===== src/rtl/axi_lite_mgr.sv =====
`default_nettype none
// +--------------------------------------------------------------------------+
// | axi_lite_mgr: single-outstanding cmd/rsp to AXI4-Lite manager bridge.     |
// | Revision: 1.0                                                            |
// +--------------------------------------------------------------------------+
module axi_lite_mgr #(
    parameter int ADDR_WIDTH    = 32,
    parameter int DATA_WIDTH    = 32,
    parameter int ERR_CNT_WIDTH = 8
) (
    input  logic                     clk,
    input  logic                     resetn,
    input  logic                     cmd_valid,
    output logic                     cmd_ready,
    input  logic                     cmd_write,
    input  logic [ADDR_WIDTH-1:0]    cmd_addr,
    input  logic [DATA_WIDTH-1:0]    cmd_wdata,
    output logic                     rsp_valid,
    input  logic                     rsp_ready,
    output logic                     rsp_write,
    output logic [DATA_WIDTH-1:0]    rsp_rdata,
    output logic [1:0]               rsp_resp,
    output logic                     busy,
    output logic [ERR_CNT_WIDTH-1:0] err_count,
    output logic [ADDR_WIDTH-1:0]    m_axi_awaddr,
    output logic                     m_axi_awvalid,
    input  logic                     m_axi_awready,
    output logic [DATA_WIDTH-1:0]    m_axi_wdata,
    output logic                     m_axi_wvalid,
    input  logic                     m_axi_wready,
    input  logic [1:0]               m_axi_bresp,
    input  logic                     m_axi_bvalid,
    output logic                     m_axi_bready,
    output logic [ADDR_WIDTH-1:0]    m_axi_araddr,
    output logic                     m_axi_arvalid,
    input  logic                     m_axi_arready,
    input  logic [DATA_WIDTH-1:0]    m_axi_rdata,
    input  logic [1:0]               m_axi_rresp,
    input  logic                     m_axi_rvalid,
    output logic                     m_axi_rready
);

    typedef enum logic [2:0] {
        S_IDLE    = 3'd0,
        S_WR_REQ  = 3'd1,
        S_WR_RESP = 3'd2,
        S_RD_REQ  = 3'd3,
        S_RD_DATA = 3'd4,
        S_RSP     = 3'd5
    } state_t;

    localparam logic [ERR_CNT_WIDTH-1:0] ERR_MAX = {ERR_CNT_WIDTH{1'b1}};

    state_t state;
    state_t state_nxt;
    logic   aw_done;
    logic   w_done;

    logic aw_hs, w_hs, b_hs, ar_hs, r_hs, rsp_hs;
    logic aw_done_nxt, w_done_nxt, err_inc;
    logic [ADDR_WIDTH-1:0] addr_aligned;

    assign aw_hs        = m_axi_awvalid & m_axi_awready;
    assign w_hs         = m_axi_wvalid  & m_axi_wready;
    assign b_hs         = m_axi_bvalid  & m_axi_bready;
    assign ar_hs        = m_axi_arvalid & m_axi_arready;
    assign r_hs         = m_axi_rvalid  & m_axi_rready;
    assign rsp_hs       = rsp_valid     & rsp_ready;
    assign aw_done_nxt  = aw_done | aw_hs;
    assign w_done_nxt   = w_done  | w_hs;
    assign addr_aligned = {cmd_addr[ADDR_WIDTH-1:2], 2'b00};
    assign err_inc      = (b_hs && (m_axi_bresp != 2'b00)) ||
                          (r_hs && (m_axi_rresp != 2'b00));

    assign cmd_ready = (state == S_IDLE);
    assign busy      = (state != S_IDLE);

    always_ff @(posedge clk or negedge resetn) begin
        if (!resetn) begin
            state <= S_IDLE;
        end else begin
            state <= state_nxt;
        end
    end

    always_comb begin
        state_nxt = state;
        case (state)
            S_IDLE:    if (cmd_valid) state_nxt = cmd_write ? S_WR_REQ : S_RD_REQ;
            S_WR_REQ:  if (aw_done_nxt && w_done_nxt) state_nxt = S_WR_RESP;
            S_WR_RESP: if (b_hs) state_nxt = S_RSP;
            S_RD_REQ:  if (ar_hs) state_nxt = S_RD_DATA;
            S_RD_DATA: if (r_hs) state_nxt = S_RSP;
            S_RSP:     if (rsp_hs) state_nxt = S_IDLE;
            default:   state_nxt = S_IDLE;
        endcase
    end

    // Every AXI-facing output is its own flop, set on entry to the state that owns it.
    always_ff @(posedge clk or negedge resetn) begin
        if (!resetn) begin
            m_axi_awaddr  <= '0;
            m_axi_awvalid <= 1'b0;
            m_axi_wdata   <= '0;
            m_axi_wvalid  <= 1'b0;
            m_axi_bready  <= 1'b0;
            m_axi_araddr  <= '0;
            m_axi_arvalid <= 1'b0;
            m_axi_rready  <= 1'b0;
            aw_done       <= 1'b0;
            w_done        <= 1'b0;
            rsp_valid     <= 1'b0;
            rsp_write     <= 1'b0;
            rsp_rdata     <= '0;
            rsp_resp      <= 2'b00;
        end else begin
            case (state)
                S_IDLE: begin
                    if (cmd_valid) begin
                        if (cmd_write) begin
                            m_axi_awaddr  <= addr_aligned;
                            m_axi_wdata   <= cmd_wdata;
                            m_axi_awvalid <= 1'b1;
                            m_axi_wvalid  <= 1'b1;
                            aw_done       <= 1'b0;
                            w_done        <= 1'b0;
                        end else begin
                            m_axi_araddr  <= addr_aligned;
                            m_axi_arvalid <= 1'b1;
                        end
                    end
                end
                S_WR_REQ: begin
                    if (aw_hs) begin
                        m_axi_awvalid <= 1'b0;
                        aw_done       <= 1'b1;
                    end
                    if (w_hs) begin
                        m_axi_wvalid <= 1'b0;
                        w_done       <= 1'b1;
                    end
                    if (aw_done_nxt && w_done_nxt) begin
                        m_axi_bready <= 1'b1;
                    end
                end
                S_WR_RESP: begin
                    if (b_hs) begin
                        m_axi_bready <= 1'b0;
                        rsp_valid    <= 1'b1;
                        rsp_write    <= 1'b1;
                        rsp_rdata    <= '0;
                        rsp_resp     <= m_axi_bresp;
                    end
                end
                S_RD_REQ: begin
                    if (ar_hs) begin
                        m_axi_arvalid <= 1'b0;
                        m_axi_rready  <= 1'b1;
                    end
                end
                S_RD_DATA: begin
                    if (r_hs) begin
                        m_axi_rready <= 1'b0;
                        rsp_valid    <= 1'b1;
                        rsp_write    <= 1'b0;
                        rsp_rdata    <= m_axi_rdata;
                        rsp_resp     <= m_axi_rresp;
                    end
                end
                S_RSP: begin
                    if (rsp_hs) begin
                        rsp_valid <= 1'b0;
                    end
                end
                default: begin
                    rsp_valid <= 1'b0;
                end
            endcase
        end
    end

    always_ff @(posedge clk or negedge resetn) begin
        if (!resetn) begin
            err_count <= '0;
        end else if (err_inc && (err_count != ERR_MAX)) begin
            err_count <= err_count + 1'b1;
        end
    end

endmodule
`default_nettype wire


===== config.mk =====
export PLATFORM = sky130hd
export DESIGN_NAME = axi_lite_mgr
export DESIGN_NICKNAME = d
export VERILOG_FILES = /design/src/rtl/axi_lite_mgr.sv
export SDC_FILE = /design/constraint.sdc
export NUM_CORES = 1
export LEC_CHECK = 0
export CELL_PAD_IN_SITES_DETAIL_PLACEMENT = 2
export CELL_PAD_IN_SITES_GLOBAL_PLACEMENT = 2
export CORE_MARGIN = 2
export CORE_UTILIZATION = 28
export CTS_CLUSTER_DIAMETER = 80
export DETAILED_ROUTE_END_ITERATION = 7
export PLACE_DENSITY = 0.83
export REMOVE_ABC_BUFFERS = 1
export SYNTH_ARGS = -nofsm -noshare
export SYNTH_HDL_FRONTEND = slang
export SYNTH_SLANG_ARGS = --single-unit

===== constraint.sdc =====
create_clock -name clk -period 4.6 [get_ports clk]
set_input_delay 0.46 -clock clk [delete_from_list [all_inputs] [get_ports clk]]
set_output_delay 0.46 -clock clk [all_outputs]
set_load 0.1 [all_outputs]

# == Yosys cells after proc, flatten, opt, wreduce, memory -nomap -nowiden ==
# Cells that the tools add are included.
# classes
bitwise_logic,10
n_reduce_logical,25
muxes,41
eq_ne,16
n_addsub,1
# op_table
operator,count
$mux 32,2
$pmux 32 s2,1
$mux 1,18
$mux 3,6
$ne 2x2->1 const B,9
$pmux 3 s6,1
$pmux 1 s2,8
$reduce_and 4->1,4
$reduce_and 3->1,5
$reduce_bool 2->1,7
$add 8x1->8 const B,1
$ne 8x8->1 const B,1
$and 1x1->1,6
$eq 3x2->1 const B,2
$eq 3x3->1 const B,2
$mux 2,3
$reduce_and 6->1,1
$logic_and 1x1->1,4
$pmux 1 s4,1
$pmux 2 s2,1
$eq 3x1->1 const B,1
$logic_not 3->1,1
$reduce_bool 3->1,1
$reduce_or 3->1,1
4 further kinds,6
# totals
wordCells,109
ff_bits,146
inputBits,110
out_inout_bits,147

# == Logic depth before layout (Yosys ltp) ==
# depth
depth_word,5
mapped_depth,8
ltp_nobuf,5

# == Least setup slack after synthesis ==
# Ideal clock, no wire load.
# synth_path
path_type,register to register
from,register state[1]
to,register m_axi_wdata[10]
path_stages_with_launch,8
required_ns,4.475
path_buffers,2
setup_time_ns,0.125
arrival_ns,2.329
setup_slack_ns,2.145
period_less_slack_ns,2.455
path_cell_list,dfrtp_1 -> nor2_4 -> nand2_2 -> inv_2 -> and3_1 -> buf_6 -> buf_6 -> mux2_2
# synth_via
elab_chain_len,2
# synth_rtl
element,line_no,source
from (decl),54,state_t state;
from (signal assigned),82,state <= state_nxt;
$logic_not 3->1,--,
named net cmd_ready,14,"output logic cmd_ready,"
$reduce_and 3->1 (no line),--,
to (signal assigned),122,m_axi_wdata <= cmd_wdata;
to (decl),28,"output logic [DATA_WIDTH-1:0] m_axi_wdata,"
# The timed path passes the listed nets, and every way through them passes these cells.
# A chain may end at the register's enable or synchronous reset.

# == Worst setup path after layout ==
# layout_path
from,register state[1]
to,output cmd_ready
# layout_via
elab_chain_len,1
# layout_rtl
element,line_no,source
$logic_not 3->1,75,assign cmd_ready = (state == S_IDLE);
to (decl),14,
# Every way passes these cells.

==> impl_metrics.py <==
metrics = {
    "outcome": {
        "status": "complete, no violations",
    },
    "layout": {
        "postLayoutCellArea_um2": 9151,
        "fill_cells": 2004,
        "fin_cells": 996,
        "drive_gt1_frac": 0.1887,
        "diodes": 0,
        "nets": 824,
        "syn_to_final_growth_pct": 56.02,
    },
    "clock_tree": {
        "clkTransAtPathRegs_ps": 70,
        "cts_setup_buffers": 0,
        "cts_sinks": 146,
        "cts_root_buffer": "clkbuf_16",
        "ctsHoldBuffers": 0,
        "cts_buffers": 17,
        "clockBufferDepth": 2,
        "ctsResizeCount": 0,
        "tritoncts": "built",
        "htree_levels": 4,
        "clock_latency_ps": 420,
    },
    "synth": {
        "synth_top_area_cell": "dfrtp_1",
        "syn_area_um2": 5866,
        "synth_area_leaders": "dfrtp_1 (62%), mux2_2 (17%), nand2_1 (5.2%)",
        "async_reset_ff_frac": 1.000,
        "synth_edf_count": 0,
        "ys_seq_area_frac": 0.6229,
        "ys_ff_latch": 146,
        "synth_cells": 462,
        "synth.avg_cell_area_um2": 12.70,
        "ys_types": 36,
        "synth_flop_cell": "dfrtp_1",
        "ys_warn_count": 0,
        "synth_top_area_frac": 0.6229,
    },
    "sta": {
        "final_max_slew_viol_count": 0,
        "period_minus_slack_ps": 3068,
        "fmax_mhz": 326.0,
        "worst_pin_slew_ps": 1058,
        "fin_skew_ps": 13.26,
        "setup_ws_ps": 1532,
        "rsz0062_at_grt": "no",
        "timing.max_slew.rel_slack": 0.2927,
        "finalSetupViolCount": 0,
        "setup_tns_ps": 0,
        "min_period_over_period": 0.6669,
        "hold_viol": 0,
    },
    "worst_setup_path": {
        "path_max_fanout": 15,
        "start_kind": "register",
        "crit_required_ps": 4140,
        "end_kind": "output pin",
        "arrival_ps": 2610,
        "worst_r2r_path_depth": 6,
        "criticalPathCategory": "register to output pin",
    },
    "detailed_routing": {
        "ant_nets": 0,
        "vias": 4599,
        "via_per_inst": 4.617,
        "drt-initial-drc-count": 145,
        "drc": 0,
        "routed_wl_um": 19290,
        "drt_first_pass_iters": 4,
        "wl_per_cell_um": 19.37,
    },
    "floorplan": {
        "die-area_um2": 22120,
        "die_h_um": 148.7,
        "die_w_um": 148.7,
        "initial_core_util": 0.2880,
        "row_count": 52,
        "io_pins": 257,
        "coreArea_um2": 20360,
    },
    "min_path": {
        "hp-class": "input pin to async pin",
    },
    "global_routing": {
        "grt_pass1_vias": 5250,
        "grt_max_degree": 110,
        "grt_pass1_wl_um": 30470,
        "antenna_found_initial": 0,
        "gr-total-overflow": 0,
        "grt_use_total": 0.1778,
    },
    "placement": {
        "place.gp.congestion": 0.7498,
        "io_buffer_count": 250,
        "hpwlAfterDp_um": 13950,
        "pre_cts_ws_ps": 1982,
        "placedCellCount": 964,
        "placed_area_um2": 8588,
    },
    "power_and_ir_drop": {
        "pwr_density_cell_nw_per_um2": 300.9,
        "peakVddDrop_uv": 230.5,
        "leakagePower_nw": 4.205,
    },
    "job": {
        "drv_cap": 0,
    },
}
final timing paths:
check	startpoint	slack, ps	to
max in group asynchronous	resetn	3300	m_axi_wdata[20]
min	resetn	150	err_count[0]
max reg2reg	state[1]	2110	m_axi_awaddr[15]
min reg2reg	m_axi_wdata[4]	490	m_axi_wdata[4]
max	state[1]	1530	cmd_ready
min in group clk	m_axi_wdata[4]	490	m_axi_wdata[4]
worst max-delay path, stage by stage, from the launching register on:
cell,delay (ps)
dfrtp_1,570
nor2_4,300
nand2_2,100
inv_2,80
clkdlybuf4s50_1,1130
per-stage QoR:
stage / hold WS, ps / utilization / total power [mW]
final: 153.3 / 0.4494 / 2.753
after global routing: 215.0 / 0.4494 / 2.868
after CTS: 218.3 / 0.4494 / 2.802
after detailed placement: 479.7 / 0.4217 / 1.460
after global placement: 461.4 / 0.4217 / 1.452
after floorplan: 164.4 / - / 1.330
where the power goes:
part / switching (mW) / total (mW) / internal (mW)
registers: 0 / 1.28 / 1.28
logic: 0.0657 / 0.149 / 0.0836
clock network: 0.599 / 1.32 / 0.721
kinds of logic (layout without fill, tap and decap cells):
family,after synthesis,count (layout),share of synthesized area
flops,146,146,0.6229
compound gates,66,66,0.06144
fa+ha+maj,1,1,0.002133
xor+xnor,7,7,0.01045
buf+inv,32,293,0.03413
simple gates,112,112,0.08255
mux,97,97,0.1858
other cells,1,4,0.0006393
Yosys cell counts, drive strengths merged, types with 4 or more instances:
library cell    n
nand4           4
a31oi           6
xnor2           6
a21oi          15
nand2          83
buf            19
mux2           95
and3            4
dfrtp         146
nand3           6
inv             5
nor2            8
o21ai          40
clkbuf          8
state kept, by name (all words and copies together), names as in the netlist, 2 cells and up:
register,cells
m_axi_araddr,30
m_axi_wdata,32
state,3
err_count,8
rsp_resp,2
rsp_rdata,32
m_axi_awaddr,30
layer usage:
layer	up-vias	GRT usage	routed length, um
li1	2082	-	-
met1	2311	0.2013	7650
met2	195	0.3076	9512
met3	11	0.08104	2002
met4	0	0.04143	127
met5	-	0	0
cells in the final DEF (no fill, tap or decap), types with 5 or more instances in the layout:
master	n
nor2_1	6
dfrtp_1	146
xnor2_1	6
nand2_1	82
mux2_2	90
o21ai_0	20
mux2_1	5
clkinv_4	5
a31oi_1	6
clkbuf_16	17
a21oi_1	15
clkdlybuf4s50_1	249
buf_4	6
o21ai_1	20
nand3_1	5
cell type report:
type / instances / area [um^2] / area share
Sequential cell: 146 / 3654 / 0.3992
Timing Repair Buffer: 256 / 2549 / 0.2785
Multi-Input combinational cell: 287 / 2029 / 0.2218
Inverter: 5 / 18.77 / 0.002051
Tap cell: 270 / 337.8 / 0.03692
Clock inverter: 14 / 123.9 / 0.01354
Clock buffer: 18 / 439.2 / 0.04799
Note: power is estimated with default switching activity, not from simulation.
